--- src/rtl/prog_loader_pkg.sv ---
// Shared types and constants for the program loader.
// The VERIFY state exists only when PROG_LOADER_READBACK_EN is defined.
package prog_loader_pkg;

  localparam int DEF_IMEM_WORDS = 128;
  localparam int DEF_RUN_W      = 16;
  localparam int WORD_STRIDE    = 4;

  typedef enum logic [2:0] {
    ST_IDLE   = 3'd0,
    ST_LOAD   = 3'd1,
`ifdef PROG_LOADER_READBACK_EN
    ST_VERIFY = 3'd2,
`endif
    ST_RUN    = 3'd3,
    ST_DONE   = 3'd4
  } state_e;

  function automatic logic [63:0] word_addr(input logic [31:0] idx);
    return {32'd0, idx} * 64'(WORD_STRIDE);
  endfunction

endpackage

--- src/rtl/prog_loader_cycle_counter.sv ---
// Run-cycle down-counter: load a start value, decrement to zero, flag zero.
module loader_cycle_counter #(
  parameter int W = 16
) (
  input  logic         clk,
  input  logic         rst,
  input  logic         load_i,
  input  logic [W-1:0] load_val_i,
  input  logic         dec_i,
  output logic         zero_o
);

  logic [W-1:0] cnt_q;

  always_ff @(posedge clk) begin
    if (rst) begin
      cnt_q <= '0;
    end else if (load_i) begin
      cnt_q <= load_val_i;
    end else if (dec_i && (cnt_q != '0)) begin
      cnt_q <= cnt_q - W'(1);
    end
  end

  assign zero_o = (cnt_q == '0);

endmodule

--- src/rtl/prog_loader.sv ---
// Streams a program into instruction memory, then enables the CPU for a fixed budget.
// Optional readback check of the loaded image: define PROG_LOADER_READBACK_EN.
//
// state  | meaning
// IDLE   | waiting for start
// LOAD   | accepting stream beats, one external write per beat
// VERIFY | reading the image back and comparing with the shadow copy
// RUN    | cpu_enable high while the run counter drains
// DONE   | sequence complete, done held until the next start
module prog_loader
  import prog_loader_pkg::*;
#(
  parameter int IMEM_WORDS = DEF_IMEM_WORDS,
  parameter int RUN_W      = DEF_RUN_W
) (
  input  logic                          clk,
  input  logic                          rst,
  input  logic                          start,
  input  logic [$clog2(IMEM_WORDS):0]   n_words,
  input  logic [RUN_W-1:0]              run_cycles,
  input  logic                          s_valid,
  output logic                          s_ready,
  input  logic [31:0]                   s_data,
  output logic [63:0]                   addr_ext,
  output logic                          wen_ext,
  output logic                          ren_ext,
  output logic [31:0]                   wdata_ext,
  input  logic [31:0]                   rdata_ext,
  output logic                          cpu_enable,
  output logic                          busy,
  output logic                          done,
  output logic                          err
);

  localparam int NW_W  = $clog2(IMEM_WORDS) + 1;
  localparam int IDX_W = $clog2(IMEM_WORDS);

  state_e            state_q;
  logic              s_ready_q, wen_q, cpu_en_q, busy_q, done_q, err_q;
  logic              last_q, run_zero_q;
  logic [63:0]       addr_q;
  logic [31:0]       wdata_q;
  logic [NW_W-1:0]   idx_q, n_q;

  logic              start_ok, len_bad, beat;
  logic              cnt_load, cnt_dec, cnt_zero;
  logic [RUN_W-1:0]  cnt_init;

  assign len_bad  = (n_words == '0) || (n_words > NW_W'(IMEM_WORDS));
  assign start_ok = start && ((state_q == ST_IDLE) || (state_q == ST_DONE));
  assign beat     = (state_q == ST_LOAD) && !last_q && s_valid && s_ready_q;

  // Counter is primed at start so RUN lasts exactly run_cycles cycles.
  assign cnt_load = start_ok && !len_bad;
  assign cnt_init = run_cycles - RUN_W'(1);
  assign cnt_dec  = (state_q == ST_RUN) && !cnt_zero;

  loader_cycle_counter #(.W(RUN_W)) u_run_cnt (
    .clk        (clk),
    .rst        (rst),
    .load_i     (cnt_load),
    .load_val_i (cnt_init),
    .dec_i      (cnt_dec),
    .zero_o     (cnt_zero)
  );

`ifdef PROG_LOADER_READBACK_EN
  logic              ren_q, chk_q, mismatch;
  logic [NW_W-1:0]   rd_idx_q, chk_idx_q;
  logic [31:0]       shadow_q [IMEM_WORDS];

  always_ff @(posedge clk) begin
    if (beat) begin
      shadow_q[idx_q[IDX_W-1:0]] <= s_data;
    end
  end

  assign mismatch = chk_q && (rdata_ext != shadow_q[chk_idx_q[IDX_W-1:0]]);
  assign ren_ext  = ren_q;
`else
  logic unused_rdata;
  assign unused_rdata = ^rdata_ext;
  assign ren_ext      = 1'b0;
`endif

  always_ff @(posedge clk) begin
    if (rst) begin
      state_q    <= ST_IDLE;
      s_ready_q  <= 1'b0;
      wen_q      <= 1'b0;
      cpu_en_q   <= 1'b0;
      busy_q     <= 1'b0;
      done_q     <= 1'b0;
      err_q      <= 1'b0;
      last_q     <= 1'b0;
      run_zero_q <= 1'b0;
      addr_q     <= '0;
      wdata_q    <= '0;
      idx_q      <= '0;
      n_q        <= '0;
`ifdef PROG_LOADER_READBACK_EN
      ren_q      <= 1'b0;
      chk_q      <= 1'b0;
      rd_idx_q   <= '0;
      chk_idx_q  <= '0;
`endif
    end else begin
      err_q   <= 1'b0;
      wen_q   <= 1'b0;
      addr_q  <= '0;
      wdata_q <= '0;
`ifdef PROG_LOADER_READBACK_EN
      ren_q   <= 1'b0;
`endif
      case (state_q)
        ST_IDLE, ST_DONE: begin
          if (start_ok && len_bad) begin
            err_q   <= 1'b1;
            done_q  <= 1'b0;
            state_q <= ST_IDLE;
          end else if (start_ok) begin
            state_q    <= ST_LOAD;
            done_q     <= 1'b0;
            busy_q     <= 1'b1;
            s_ready_q  <= 1'b1;
            idx_q      <= '0;
            last_q     <= 1'b0;
            n_q        <= n_words;
            run_zero_q <= (run_cycles == '0);
          end
        end

        ST_LOAD: begin
          if (last_q) begin
            // The final beat's write is on the bus this cycle; move on after it.
            last_q <= 1'b0;
`ifdef PROG_LOADER_READBACK_EN
            state_q  <= ST_VERIFY;
            ren_q    <= 1'b1;
            addr_q   <= '0;
            rd_idx_q <= '0;
            chk_q    <= 1'b0;
`else
            if (run_zero_q) begin
              state_q <= ST_DONE;
              busy_q  <= 1'b0;
              done_q  <= 1'b1;
            end else begin
              state_q  <= ST_RUN;
              cpu_en_q <= 1'b1;
            end
`endif
          end else if (beat) begin
            wen_q   <= 1'b1;
            addr_q  <= word_addr(32'(idx_q));
            wdata_q <= s_data;
            idx_q   <= idx_q + NW_W'(1);
            if (idx_q == n_q - NW_W'(1)) begin
              s_ready_q <= 1'b0;
              last_q    <= 1'b1;
            end
          end
        end

`ifdef PROG_LOADER_READBACK_EN
        ST_VERIFY: begin
          chk_q     <= ren_q;
          chk_idx_q <= rd_idx_q;
          if (mismatch) begin
            err_q   <= 1'b1;
            busy_q  <= 1'b0;
            chk_q   <= 1'b0;
            state_q <= ST_IDLE;
          end else if (ren_q && ((rd_idx_q + NW_W'(1)) < n_q)) begin
            ren_q    <= 1'b1;
            rd_idx_q <= rd_idx_q + NW_W'(1);
            addr_q   <= word_addr(32'(rd_idx_q) + 32'd1);
          end else if (chk_q && !ren_q) begin
            chk_q <= 1'b0;
            if (run_zero_q) begin
              state_q <= ST_DONE;
              busy_q  <= 1'b0;
              done_q  <= 1'b1;
            end else begin
              state_q  <= ST_RUN;
              cpu_en_q <= 1'b1;
            end
          end
        end
`endif

        ST_RUN: begin
          if (cnt_zero) begin
            state_q  <= ST_DONE;
            cpu_en_q <= 1'b0;
            busy_q   <= 1'b0;
            done_q   <= 1'b1;
          end
        end

        default: state_q <= ST_IDLE;
      endcase
    end
  end

  assign s_ready    = s_ready_q;
  assign wen_ext    = wen_q;
  assign addr_ext   = addr_q;
  assign wdata_ext  = wdata_q;
  assign cpu_enable = cpu_en_q;
  assign busy       = busy_q;
  assign done       = done_q;
  assign err        = err_q;

endmodule

--- config.mk ---
export PLATFORM = sky130hd
export DESIGN_NAME = prog_loader
export DESIGN_NICKNAME = d
export VERILOG_FILES = /design/src/rtl/prog_loader_pkg.sv /design/src/rtl/prog_loader_cycle_counter.sv /design/src/rtl/prog_loader.sv
export SDC_FILE = /design/constraint.sdc
export NUM_CORES = 1
export LEC_CHECK = 0
export ABC_AREA = 1
export BUFFER_PORTS_ARGS = -buffer_cell sky130_fd_sc_hd__buf_2
export CAP_MARGIN = 20
export CORE_ASPECT_RATIO = 0.5
export CORE_UTILIZATION = 35
export DETAILED_ROUTE_END_ITERATION = 10
export MAX_ROUTING_LAYER = met4
export PLACE_DENSITY = 0.67
export RECOVER_POWER = 100
export SETUP_SLACK_MARGIN = 0.02
export SLEW_MARGIN = 20
export SYNTH_ARGS = -nofsm -noshare
export SYNTH_HDL_FRONTEND = slang
export SYNTH_HIERARCHICAL = 1
export SYNTH_SLANG_ARGS = --single-unit
--- constraint.sdc ---
create_clock -name clk -period 1.95 [get_ports clk]
set_input_delay 0.0975 -clock clk [delete_from_list [all_inputs] [get_ports clk]]
set_output_delay 0.0975 -clock clk [all_outputs]
set_load 0.01 [all_outputs]
Word-level counts from Yosys, hierarchy flattened
Cells that the tools add are included.
- $add $sub $neg: 4
- reduce and logical (&&, ||, !) cells: 34
- shifts and indexed selects: 0
- eq/ne operators: 14
- divide/modulo/power cells: 0
- bitwise logic cells: 4
- muxes and demuxes: 39
- magnitude comparators: 1
- multiply operators: 0
- operator list (cell ; count):
    16-bit zero test ; 2
    16-bit 2-to-1 mux ; 2
    8-bit 2-to-1 mux ; 4
    16-bit by 1-bit subtractor with 16-bit output (second input constant) ; 2
    1-bit 2-to-1 mux ; 21
    2-bit != test (second input constant) ; 8
    8-bit one-hot mux with 2 select lines ; 1
    16-bit nonzero test ; 1
    3-bit 2-to-1 mux ; 5
    6-bit AND reduction ; 2
    5-bit AND reduction ; 2
    3-bit one-hot mux with 3 select lines ; 1
    3-bit AND reduction ; 3
    8-bit by 1-bit adder with 8-bit output (second input constant) ; 1
    8-bit equality test ; 1
    8-bit greater-than comparator (second input constant) ; 1
    1-bit logical AND ; 8
    8-bit zero test ; 1
    8-bit by 1-bit subtractor with 8-bit output (second input constant) ; 1
    1-bit one-hot mux with 2 select lines ; 3
    1-bit one-hot mux with 3 select lines ; 2
    2-bit nonzero test ; 3
    1-bit NOT ; 4
    4-bit AND reduction ; 1
    other kinds (12) ; 16
- output and inout bits: 103
- memory bits (read-only): 0
- bits in writable memories: 0
- logic and storage cells: 111
- bits of input ports: 92
- flip-flop bits (word level): 139
- bits in latches: 0
- memories: 0

Logic depth before layout (Yosys ltp)
Gate-level depths: netlist (run 1).
- depth after elaboration: 7
- gate-level depth with buffers: 15
- gate-level depth less buffers: 15

Cells and area by module
Netlist (run 1), hierarchy kept.
- modules (own cells, without submodules) (module ; area an instance (um^2) ; sequential area each (um^2) ; cells an instance ; instances):
    prog_loader ; 3345.7 ; 1341.3 ; 457 ; 1
    loader_cycle_counter ; 1194.9 ; 320.3 ; 212 ; 1

Worst setup path before layout (run 1)
OpenSTA, ideal clock, no wires.
- path type: register to register
- start: reg u_run_cnt.cnt_q[0]
- end: reg busy_q (netlist: busy)
- path slack: -189 ps
- setup time: 114 ps
- required time: 1836 ps
- buffers on the path: 0
- clock period less this slack: 2139 ps
- stages on the path, launching flop included: 16
- data arrival time: 2025 ps
- cells stage by stage: dfxtp_1 -> inv_1 -> ha_1 -> inv_1 -> nor2_1 -> nand3_1 -> nor2_1 -> nand2_1 -> nor4_1 -> nor3_2 -> nor3_1 -> a21oi_1 -> nor2_1 -> nand2_1 -> nand2_1 -> nor2_1
- word-level cells in the longest chain between the ends: 3
- RTL lines (item ; line ; RTL):
    start: declaration ; prog_loader_cycle_counter.sv:13 ; logic [W-1:0] cnt_q;
    start signal: assignment ; prog_loader_cycle_counter.sv:19 ; cnt_q <= load_val_i;
    start signal: assignment ; prog_loader_cycle_counter.sv:21 ; cnt_q <= cnt_q - W'(1);
    16-bit zero test ; prog_loader_cycle_counter.sv:25 ; assign zero_o = (cnt_q == '0);
    net cnt_zero ; prog_loader.sv:46 ; logic cnt_load, cnt_dec, cnt_zero;
    2-bit != test (no source line) ; n/a ;
    6-bit AND reduction (no source line) ; n/a ;
    end signal: assignment ; prog_loader.sv:92 ; busy_q <= 1'b0;
    end signal: assignment ; prog_loader.sv:124 ; busy_q <= 1'b1;
    end signal: assignment ; prog_loader.sv:146 ; busy_q <= 1'b0;
    end: declaration ; prog_loader.sv:39 ; logic s_ready_q, wen_q, cpu_en_q, busy_q, done_q, err_q;
The timed path passes the listed nets, and every way through them passes these cells.
A chain may end at the register's enable or synchronous reset.

Worst setup path after layout (run 1)
- start: reg u_run_cnt.cnt_q[0]
- end: reg u_run_cnt.cnt_q[14]
- word-level cells in the longest chain between the ends: 5
- elaborated cells on any way between the ends: 9
- those cells by class: add/sub (1); mux (2); reduce/logical (6)
- RTL lines (item ; line ; RTL):
    16-bit zero test ; prog_loader_cycle_counter.sv:25 ;
    net cnt_zero ; prog_loader.sv:46 ;
    1-bit zero test ; prog_loader.sv:56 ; assign cnt_dec = (state_q == ST_RUN) && !cnt_zero;
    1-bit logical AND ; prog_loader.sv:56 ;
    net cnt_dec ; prog_loader.sv:46 ;
    1-bit logical AND ; prog_loader_cycle_counter.sv:20 ; end else if (dec_i && (cnt_q != '0)) begin
    2-bit nonzero test (no source line) ; n/a ;
The timed path passes the listed nets, and every way through them passes these cells. The select of a mux whose other input is x is not followed.

==> results.md, run 1 <==
* Largest net degree at the start of global routing at 33
* Total of warnings raised by yosys at 6
* ANT nets after route at 0
* WL per Instance at 10.93 um
* CTS H-Tree Depth at 3
* Crit path max fanout at 4
* Crit-path cells: inv_2 -> ha_4 -> inv_2 -> nor2_4 -> nand3_2 -> nor2_4 -> nand2_2 -> nor4_4 -> nor3_2 -> buf_4 -> nand2_8 -> buf_4 -> nand3_1 -> nand2_1 -> a21oi_1
* Clock slew at reported path FFs at 0.06 ns
* Post-DP HPWL at 7956 um
* Total power at 0.007975 W
* Worst EP required at 2.18 ns
* RD Place Congestion at 0.9178
* Seq/Total Area, Yosys at 36.59%
* Slew at the pin closest to its max-slew limit at 0.6156 ns
* Finished Core Util at 48.92%
* DR iter-0 viols at 200
* Switching power at 0.003478 W
* Layout cells sized above 1 at 21.03%
* Max Cap Violations at 0
* TritonCTS clock tree: done
* Synth-to-layout area growth at 31.72%
* RSZ-0062 raised after global routing: yes
* Buf/Inv on CP at 4
* Achievable clock frequency at 0.5013 GHz
* HP Class: input port to flop
* Max stage delay on crit path at 0.32 ns
* Non-filler cells, final at 1016
* Family with the most delay on the worst path: simple AND/OR/NAND/NOR gates
* Slowest cell on the critical path: dfxtp_2
* # IOs at 195
* Max VDD drop at 0.0005948 V
* First-pass GRT wire length at 17470 um
* Crit Path Category: flop to flop
* Reg power frac at 28.5%
* CTS Sinks at 83
* Root Buffer: clkbuf_16
* GR Layer Usage met1 at 18.31%
* Worst skew pair latency at 0.34 ns
* Aggregate routed wire length at 11110 um
* CTS buffer count at 9
* FP Rows at 28
* Pwr dens at 1333 nW/um^2
* Initial antenna violation count at 0
* DRC at 0
* Slew HR at 58.96%
* Final net count at 942
* Die ar. at 13460 sq um
* Status: complete, but fails checks
* Final Skew at 0.005078 ns
* Number of antenna diodes at 0
* Final Hold Fails at 0
* Pins Over Slew Limit at 0
* Failing checks: setup timing
* Vias in the first global route at 4051
* Final setup TNS at -0.1918 ns
* Leading area contributor after synthesis: dfxtp_1
* PortBufs at 105
* Synth Cell Area at 4541 sq um
* Leak pwr at 2.940 nW
* Starting Density at 37.14%
* Sw Share at 43.62%
* DR pass1 iterations at 4
* CP startpoint kind: flop
* Cells after synthesis at 669
* Post-synthesis cell type count at 32
* Fin crit share at 102.3%
* CP endpoint kind: flop
* Internal power at 0.004496 W
* Post-synthesis register bit count at 83
* Commonest non-fill, non-tap cell in the layout: nor2_1
* Die W at 163.1 um
* # placed instances at 959
* Maximum root-to-sink buffer count at 2
* Largest cells by area after synthesis: dfxtp_1 (37%), nor2_1 (12%), nand2_1 (10%)
* DR vias at 4415
* Total GRT Usage at 16.86%
* Critical Path AT at 2.22 ns
* Share of total power in the clock network at 21.0%
* Crit path time final at 1.995 ns
* DP Worst Slack at -0.1597 ns
* Area fraction of the dominant cell type after synthesis at 36.59%
* Combinational power share at 50.4%
* GRT met2 Usage at 30.51%
* Global route hottest layer: met2
* Most frequent cells in the layout: nor2_1 (138), nand2_1 (123), inv_1 (82)
* Syn avg cell area at 6.787 sq um
* Fin worst setup slack at -0.04499 ns
* Core box area at 12230 sq um
* Met3 usage at 4.296%
* Drt via density at 4.345
* Die height at 82.54 um
* Grt total ovfl at 0
* Final setup fails at 7
## tightest hold or removal path, cell delays in order
cell and delay (ns):
buf_2 0.10, o21ai_2 0.06, a21oi_2 0.08
## repair_timing
action	CTS	global route
hold endpoints to repair	33	0
setup buffers	6	0
resized for setup	6	19
hold buffers	33	0
pin swaps	11	5
cloned	0	2
endpoints found under the setup margin	22	25
## sequential cells by signal (all words and copies together) (netlist names)
signal / cells
u_run_cnt/cnt_q: 16
addr_ext: 8
wen_ext: 1
n_q: 8
state_q: 3
wdata_ext: 32
cpu_enable: 1
busy: 1
run_zero_q: 1
done: 1
err: 1
last_q: 1
s_ready: 1
idx_q: 8
## synth_stat cells, drive strengths merged
cell	n
buf	62
nand3	33
or2	4
xor2	14
nor3	7
inv	91
xnor2	4
conb	1
nor4	4
ha	4
nor3b	1
a21oi	25
dfxtp	83
clkbuf	6
o21ai	33
nor2	157
nand2	136
nand4	4
## power groups by stage
stage	logic [W]	clock network, W	registers, W
finish	0.00402	0.00168	0.00227
global route	0.00454	0.00180	0.00232
CTS	0.00382	0.00173	0.00226
detailed placement	0.00362	0	0.00229
global placement	0.00357	0	0.00228
floorplan	0.00270	0	0.00229
## final timing paths
path | from | to | slack (ns) | depth (start not counted)
min reg2reg | cpu_enable$_SDFFE_PP0P_ | cpu_enable$_SDFFE_PP0P_ | 0.46 | 2
max reg2reg | u_run_cnt/cnt_q[0]$_SDFFE_PP0P_ | u_run_cnt/cnt_q[14]$_SDFFE_PP0P_ | -0.04 | 15
max | u_run_cnt/cnt_q[0]$_SDFFE_PP0P_ | u_run_cnt/cnt_q[14]$_SDFFE_PP0P_ | -0.04 | 15
min | n_words[3] | n_q[3]$_SDFFE_PP0P_ | 0.03 | 3
## routing by layer
layer	vias to the layer above	share of wire [%]
met4	0	1.6
met1	1971	43
met2	132	51
li1	2293	-
met3	19	4.5
met5	-	0
## final cells by class
cell class	instances	area, sq um
fillers	1184	6246
multi-input cells	485	2394
flip-flops and latches	83	1664
repair buffers	176	1071
inverters	91	349.1
clock buffers	10	239.0
well taps	165	206.4
clock inverters	6	57.56
## logic make-up after synthesis
logic type	after synthesis	share of synthesized area, %
compound gates	58	7.302
flops	83	36.59
fa+ha+maj	4	1.102
simple gates	346	33.20
buf+inv	159	18.24
other cells	1	0.08259
xor+xnor	18	3.472
## through the flow
stage | cell area [sq um] | hold slack, ns
2_1_floorplan | 4786 | 0.2097
3_3_place_gp | 5271 | 0.3091
3_5_place_dp | 5271 | 0.3159
4_1_cts | 5968 | 0.02320
5_1_grt | 5981 | 0.02810
6_report | 5981 | 0.03460
Note: power is estimated with default switching activity, not from simulation.
==> run 2: changes to the inputs <==
--- a/config.mk
+++ b/config.mk
@@ -9,10 +9,10 @@
 export BUFFER_PORTS_ARGS = -buffer_cell sky130_fd_sc_hd__buf_2
 export CAP_MARGIN = 20
 export CORE_ASPECT_RATIO = 0.5
-export CORE_UTILIZATION = 35
+export CORE_UTILIZATION = 39
 export DETAILED_ROUTE_END_ITERATION = 10
 export MAX_ROUTING_LAYER = met4
-export PLACE_DENSITY = 0.67
+export PLACE_DENSITY = 0.73
 export RECOVER_POWER = 100
 export SETUP_SLACK_MARGIN = 0.02
 export SLEW_MARGIN = 20
==> results.md, run 2 (synthesis results as in run 1) <==
* Met2 wire length at 5536 um (-1.4%)
* PortBufs at 105 (unchanged)
* CP startpoint kind: flop
* Leak pwr at 2.949 nW (+0.31%)
* Sw Share at 44.16% (+0.54 points)
* Failing checks: setup timing
* Clock slew at reported path FFs at 0.07 ns (about the same)
* Critical Path AT at 2.24 ns (+0.02 ns)
* Internal power at 0.004535 W (+0.86%)
* DR pass1 iterations at 4 (unchanged)
* DRC at 0 (unchanged)
* Total GRT Usage at 18.81% (+2.0 points)
* CTS Sinks at 83 (unchanged)
* Pins Over Slew Limit at 0 (unchanged)
* Largest net degree at the start of global routing at 42 (+27%)
* Crit path max fanout at 7 (+3)
* Starting Density at 40.73% (+3.6 points)
* Initial antenna violation count at 0 (unchanged)
* Max VDD drop at 0.0005864 V (-1.4%)
* Top Layer Used: met4
* Fin worst setup slack at -0.05107 ns (-0.006076 ns)
* DR vias at 4438 (+0.52%)
* Max FFs per register at 32 (unchanged)
* FP Rows at 27 (-3.6%)
* Max Cap Violations at 0 (unchanged)
* WL per Instance at 11.24 um (+2.8%)
* Routed wl met3 at 539 um (+8.2%)
* RD Place Congestion at 0.8959 (-2.4%)
* Buf/Inv on CP at 4 (unchanged)
* # IOs at 195 (unchanged)
* Hold path cells at 3 (unchanged)
* Worst skew pair latency at 0.34 ns (about the same)
* Die ar. at 12100 sq um (-10%)
* Die W at 154.6 um (-5.2%)
* Worst Reg-to-Reg Cells at 15 (unchanged)
* Final Skew at 0.004602 ns (-0.0004760 ns)
* RSZ-0062 raised after global routing: yes
* Most frequent cells in the layout: nor2_1 (132), nand2_1 (122), inv_1 (81), dfxtp_1 (81), buf_2 (59)
* Commonest non-fill, non-tap cell in the layout: nor2_1
* Slew at the pin closest to its max-slew limit at 0.8449 ns (+0.2293 ns)
* Die height at 78.30 um (-5.1%)
* Number of antenna diodes at 0 (unchanged)
* ANT nets after route at 0 (unchanged)
* Aggregate routed wire length at 11130 um (+0.22%)
* Slowest cell on the critical path: dfxtp_2
* Worst EP required at 2.19 ns (about the same)
* TritonCTS clock tree: done
* Drt via density at 4.483 (+3.2%)
* Root Buffer: clkbuf_16
* Grt total ovfl at 0 (unchanged)
* Final setup fails at 9 (+2)
* Achievable clock frequency at 0.4997 GHz (-0.30%)
* Vias in the first global route at 4001 (-1.2%)
* Met1 Routed Length at 4807 um (-0.31%)
* CP endpoint kind: flop
* Hold WS at 0.01825 ns (-0.01635 ns)
* Final setup TNS at -0.2275 ns (-0.03573 ns)
* HP Class: input port to flop
* Post-DP HPWL at 7747 um (-2.6%)
* Maximum root-to-sink buffer count at 2 (unchanged)
* Finished Core Util at 53.84% (+4.9 points)
* Slew HR at 43.67% (-15 points)
* First-pass GRT wire length at 17580 um (+0.64%)
* Share of total power in the clock network at 20.6% (-0.4 points)
* Switching power at 0.003586 W (+3.1%)
* Pwr dens at 1353 nW/um^2 (+1.5%)
* Combinational power share at 51.3% (+0.9 points)
* Total power at 0.008121 W (+1.8%)
* Family with the most delay on the worst path: simple AND/OR/NAND/NOR gates
* Synth-to-layout area growth at 32.19%
* Fin crit share at 102.6% (+0.31 points)
* Worst path depth at 15 (unchanged)
* Final net count at 936 (-0.64%)
* Max stage delay on crit path at 0.33 ns (about the same)
* CTS buffer count at 9 (unchanged)
* Crit path time final at 2.001 ns (+0.006077 ns)
* Crit Path Category: flop to flop
* Status: complete, but fails checks
* CTS H-Tree Depth at 3 (unchanged)
* Reg power frac at 28.1% (-0.4 points)
* Final Hold Fails at 0 (unchanged)
* Core box area at 11150 sq um (-8.8%)
* DR iter-0 viols at 178 (-11%)
* Layout cells sized above 1 at 21.89% (+0.86 points)
* Crit-path cells: inv_2 -> ha_4 -> inv_2 -> nor2_4 -> nand3_2 -> nor2_4 -> nand2_2 -> nor4_4 -> nor3_2 -> buf_4 -> buf_8 -> nand2_8 -> nand2_8 -> o21ai_0 -> nor2_1
## run 2: cell count changes in the layout (fill, tap and decap cells not counted), sizes merged
cell,change
inv,-1
clkbuf,-2
buf,-4
clkinvlp,+1
## run 2: per-stage QoR
step | instance area (sq um) | worst slack (ns) | instances
2_1_floorplan | 4786 | -0.009399 | 725
3_3_place_gp | 5221 | -0.09133 | 934
3_5_place_dp | 5221 | -0.1708 | 934
4_1_cts | 5878 | -0.05850 | 984
5_1_grt | 6002 | -0.2029 | 990
6_report | 6002 | -0.05107 | 990
## run 2: power by group through the flow
| stage | Clock [W] | Combinational [W] | Sequential (W) |
|---|---|---|---|
| 2_1_floorplan | 0 | 0.00270 | 0.00229 |
| 6_report | 0.00167 | 0.00416 | 0.00228 |
| 4_1_cts | 0.00173 | 0.00373 | 0.00227 |
| 5_1_grt | 0.00179 | 0.00467 | 0.00232 |
| 3_5_place_dp | 0 | 0.00361 | 0.00228 |
| 3_3_place_gp | 0 | 0.00353 | 0.00228 |
## run 2: worst paths after layout
kind                                    from                          endpoint  slack, ns
min reg2reg          cpu_enable$_SDFFE_PP0P_           cpu_enable$_SDFFE_PP0P_       0.47
max          u_run_cnt/cnt_q[0]$_SDFFE_PP0P_  u_run_cnt/cnt_q[15]$_SDFFE_PP0P_      -0.05
min                               n_words[5]               n_q[5]$_SDFFE_PP0P_       0.02
max reg2reg  u_run_cnt/cnt_q[0]$_SDFFE_PP0P_  u_run_cnt/cnt_q[15]$_SDFFE_PP0P_      -0.05
## run 2: layout make-up
type / count / area (sq um)
timing repair buffer: 170 / 1057
fill: 1047 / 5146
tap: 145 / 181.4
clock inverter: 6 / 55.05
clock buffer: 10 / 239.0
inverter: 91 / 355.3
multi-input combinational: 485 / 2450
sequential: 83 / 1664
## run 2: worst reg2reg max path, stage by stage (launching register included)
cell	delay (ns)
dfxtp_2	0.33
inv_2	0.07
ha_4	0.14
inv_2	0.04
nor2_4	0.08
nand3_2	0.10
nor2_4	0.11
nand2_2	0.08
nor4_4	0.18
nor3_2	0.11
buf_4	0.15
buf_8	0.13
nand2_8	0.09
nand2_8	0.11
o21ai_0	0.16
nor2_1	0.05
## run 2: timing repair
| action | CTS | global route |
|---|---|---|
| setup buffers | 1 | 4 |
| pin swaps | 12 | 10 |
| gates resized for setup | 5 | 44 |
| hold endpoints to repair | 33 | 0 |
| endpoints found under the setup margin | 22 | 23 |
| hold buffers | 33 | 0 |
| gates cloned | 0 | 2 |
## run 2: layer usage
metal,vias to the layer above,GRT usage (%)
met5,-,-
met4,0,8.218
met3,17,5.743
met2,127,32.90
met1,2015,19.92
li1,2279,-
==> run 3: changes to the inputs <==
--- a/config.mk
+++ b/config.mk
@@ -10,9 +10,10 @@
 export CAP_MARGIN = 20
 export CORE_ASPECT_RATIO = 0.5
 export CORE_UTILIZATION = 39
+export CTS_CLUSTER_SIZE = 25
 export DETAILED_ROUTE_END_ITERATION = 10
 export MAX_ROUTING_LAYER = met4
-export PLACE_DENSITY = 0.73
+export PLACE_DENSITY = 0.81
 export RECOVER_POWER = 100
 export SETUP_SLACK_MARGIN = 0.02
 export SLEW_MARGIN = 20
==> results.md, run 3 (synthesis results as in run 1) <==
* PortBufs at 105 (unchanged)
* Worst skew pair latency at 0.34 ns (about the same)
* Reg power frac at 28.7% (+0.6 points)
* CTS Sinks at 83 (unchanged)
* Most frequent cells in the layout: nor2_1 (139), nand2_1 (123), inv_1 (81), dfxtp_1 (81), buf_2 (59)
* Non-filler cells, final at 987 (-0.30%)
* DR pass1 iterations at 4 (unchanged)
* Worst EP required at 2.23 ns (+0.04 ns)
* CTS H-Tree Depth at 3 (unchanged)
* Pwr dens at 1348 nW/um^2 (-0.36%)
* Hold path cells at 3 (unchanged)
* R2R Setup Slk at -0.1 ns (-0.05 ns)
* Layout cells sized above 1 at 20.19% (-1.7 points)
* RR Endpoint: done$_SDFFE_PP0P_
* Hold WS at 0.001761 ns (-0.01649 ns)
* Max stage delay on crit path at 0.32 ns (about the same)
* Fin crit share at 105.1% (+2.5 points)
* Crit Path Category: flop to flop
* Final net count at 933 (-0.32%)
* CP endpoint kind: flop
* Failing checks: setup timing
* Post-DP HPWL at 7814 um (+0.87%)
* Largest net degree at the start of global routing at 35 (-17%)
* FP Rows at 27 (unchanged)
* Clock slew at reported path FFs at 0.07 ns (about the same)
* Max VDD drop at 0.0006390 V (+9.0%)
* Initial antenna violation count at 0 (unchanged)
* Switching power at 0.003507 W (-2.2%)
* Final Hold Fails at 0 (unchanged)
* Slew HR at 57.22% (+14 points)
* DR iter-0 viols at 210 (+18%)
* Internal power at 0.004444 W (-2.0%)
* Critical Path AT at 2.33 ns (+0.09 ns)
* Sw Share at 44.11% (-0.049 points)
* WL per Instance at 11.58 um (+3.0%)
* Final Skew at 0.004663 ns (+0.00006109 ns)
* Achievable clock frequency at 0.4879 GHz (-2.4%)
* Number of antenna diodes at 0 (unchanged)
* HP Class: input port to flop
* DR vias at 4484 (+1.0%)
* Aggregate routed wire length at 11430 um (+2.7%)
* Slew at the pin closest to its max-slew limit at 0.6417 ns (-0.2032 ns)
* HP Start: n_words[5]
* Worst Reg-to-Reg Cells at 14 (-1)
* Leak pwr at 2.901 nW (-1.6%)
* CTS buffer count at 9 (unchanged)
* First-pass GRT wire length at 18190 um (+3.5%)
* DRC at 0 (unchanged)
* Placed cell areas at 5201 sq um (-0.38%)
* TritonCTS clock tree: done
* Root Buffer: clkbuf_16
* Synth-to-layout area growth at 29.90%
* Die height at 78.30 um (unchanged)
* Crit-path cells: inv_2 -> ha_4 -> inv_2 -> nor2_4 -> nand3_4 -> nor2_4 -> nand2_2 -> nor4_4 -> nor3_4 -> nor3_4 -> a21oi_2 -> nor2_1 -> nand2_1 -> a21oi_1
* Maximum root-to-sink buffer count at 2 (unchanged)
* Finished Cell Area at 5898 sq um (-1.7%)
* RSZ-0062 raised after global routing: yes
* Max FFs per register at 32 (unchanged)
* Die ar. at 12100 sq um (unchanged)
* Crit path time final at 2.050 ns (+0.04848 ns)
* Hold Path End: n_q[5]$_SDFFE_PP0P_
* Core box area at 11150 sq um (unchanged)
* Share of total power in the clock network at 21.1% (+0.5 points)
* Status: complete, but fails checks
* Pins Over Slew Limit at 0 (unchanged)
* Fin worst setup slack at -0.09955 ns (-0.04848 ns)
* Crit path max fanout at 3 (-4)
* Grt total ovfl at 0 (unchanged)
* Vias in the first global route at 4184 (+4.6%)
* Final setup fails at 12 (+3)
* Commonest non-fill, non-tap cell in the layout: nor2_1
* Total power at 0.007951 W (-2.1%)
* Combinational power share at 50.2% (-1.1 points)
* Max Cap Violations at 0 (unchanged)
* # IOs at 195 (unchanged)
* Starting Density at 40.73% (unchanged)
* Total GRT Usage at 19.26% (+0.45 points)
* ANT nets after route at 0 (unchanged)
* RD Place Congestion at 0.8926 (-0.37%)
* Die W at 154.6 um (unchanged)
* Drt via density at 4.543 (+1.3%)
* RR Startpoint: u_run_cnt/cnt_q[0]$_SDFFE_PP0P_
* CP startpoint kind: flop
* # placed instances at 933 (-0.11%)
* Slowest cell on the critical path: dfxtp_2
* Worst setup path start: u_run_cnt/cnt_q[0]$_SDFFE_PP0P_
[run 3: changes by cell type in the layout (fill, tap and decap cells not counted), moves of 4 or more]
cell / delta
nor2_1: +7
nand3_1: +4
nand3_2: -4
nor2_2: -4
[run 3: through the flow]
step	TNS (ns)	utilization [%]	setup WS (ns)
6_report	-0.5820	52.91	-0.09955
5_1_grt	-3.220	52.91	-0.2687
4_1_cts	-0.2177	52.53	-0.08820
3_5_place_dp	-2.055	46.66	-0.1757
3_3_place_gp	-0.6075	46.66	-0.07403
2_1_floorplan	-0.009399	-	-0.009399
[run 3: metal layers]
metal,track usage [%],share of wire [%]
met1,20.18,41
met2,34.39,50
met3,4.694,5.5
met4,9.604,3.2
met5,-,0
[run 3: what timing repair did]
| action | 4_1_cts | 5_1_grt |
|---|---|---|
| hold buffers | 32 | 0 |
| pin swaps | 13 | 10 |
| endpoints found under the setup margin | 20 | 23 |
| buffers inserted | 2 | 2 |
| gates cloned | 0 | 2 |
| hold endpoints to repair | 32 | 0 |
| gates resized for setup | 8 | 17 |
[run 3: critical path, delay by kind of cell (launching register included)]
kind            cells  cell delay (ns)
fa+ha+maj           1             0.14
flops               1             0.32
buf+inv             2             0.11
simple gates        9             1.18
compound gates      2             0.23
[run 3: how the worst max path moves through the flow]
stage / endpoint / slack (ns) / cells past startpoint
finish: done$_SDFFE_PP0P_ / -0.1 / 14
detailed placement: state_q[2]$_SDFFE_PP0P_ / -0.18 / 14
global placement: busy$_SDFFE_PP0P_ / -0.07 / 15
global route: busy$_SDFFE_PP0P_ / -0.27 / 15
floorplan: busy$_SDFFE_PP0P_ / -0.009 / 15
CTS: busy$_SDFFE_PP0P_ / -0.09 / 15
[run 3: power groups by stage]
stage | registers, W | logic [W] | clock network, W
final | 0.00228 | 0.00399 | 0.00168
after detailed placement | 0.00229 | 0.00357 | 0
after floorplan | 0.00229 | 0.00270 | 0
after global placement | 0.00228 | 0.00349 | 0
after CTS | 0.00226 | 0.00372 | 0.00172
after global routing | 0.00232 | 0.00445 | 0.00179
[run 3: layout make-up]
cell class                 count  area (sq um)
clock buffer                  10         239.0
multi-input combinational    485          2405
tap                          145         181.4
timing repair buffer         167          1011
inverter                      91         344.1
clock inverter                 6         53.80
sequential                    83          1664
fill                        1030          5250
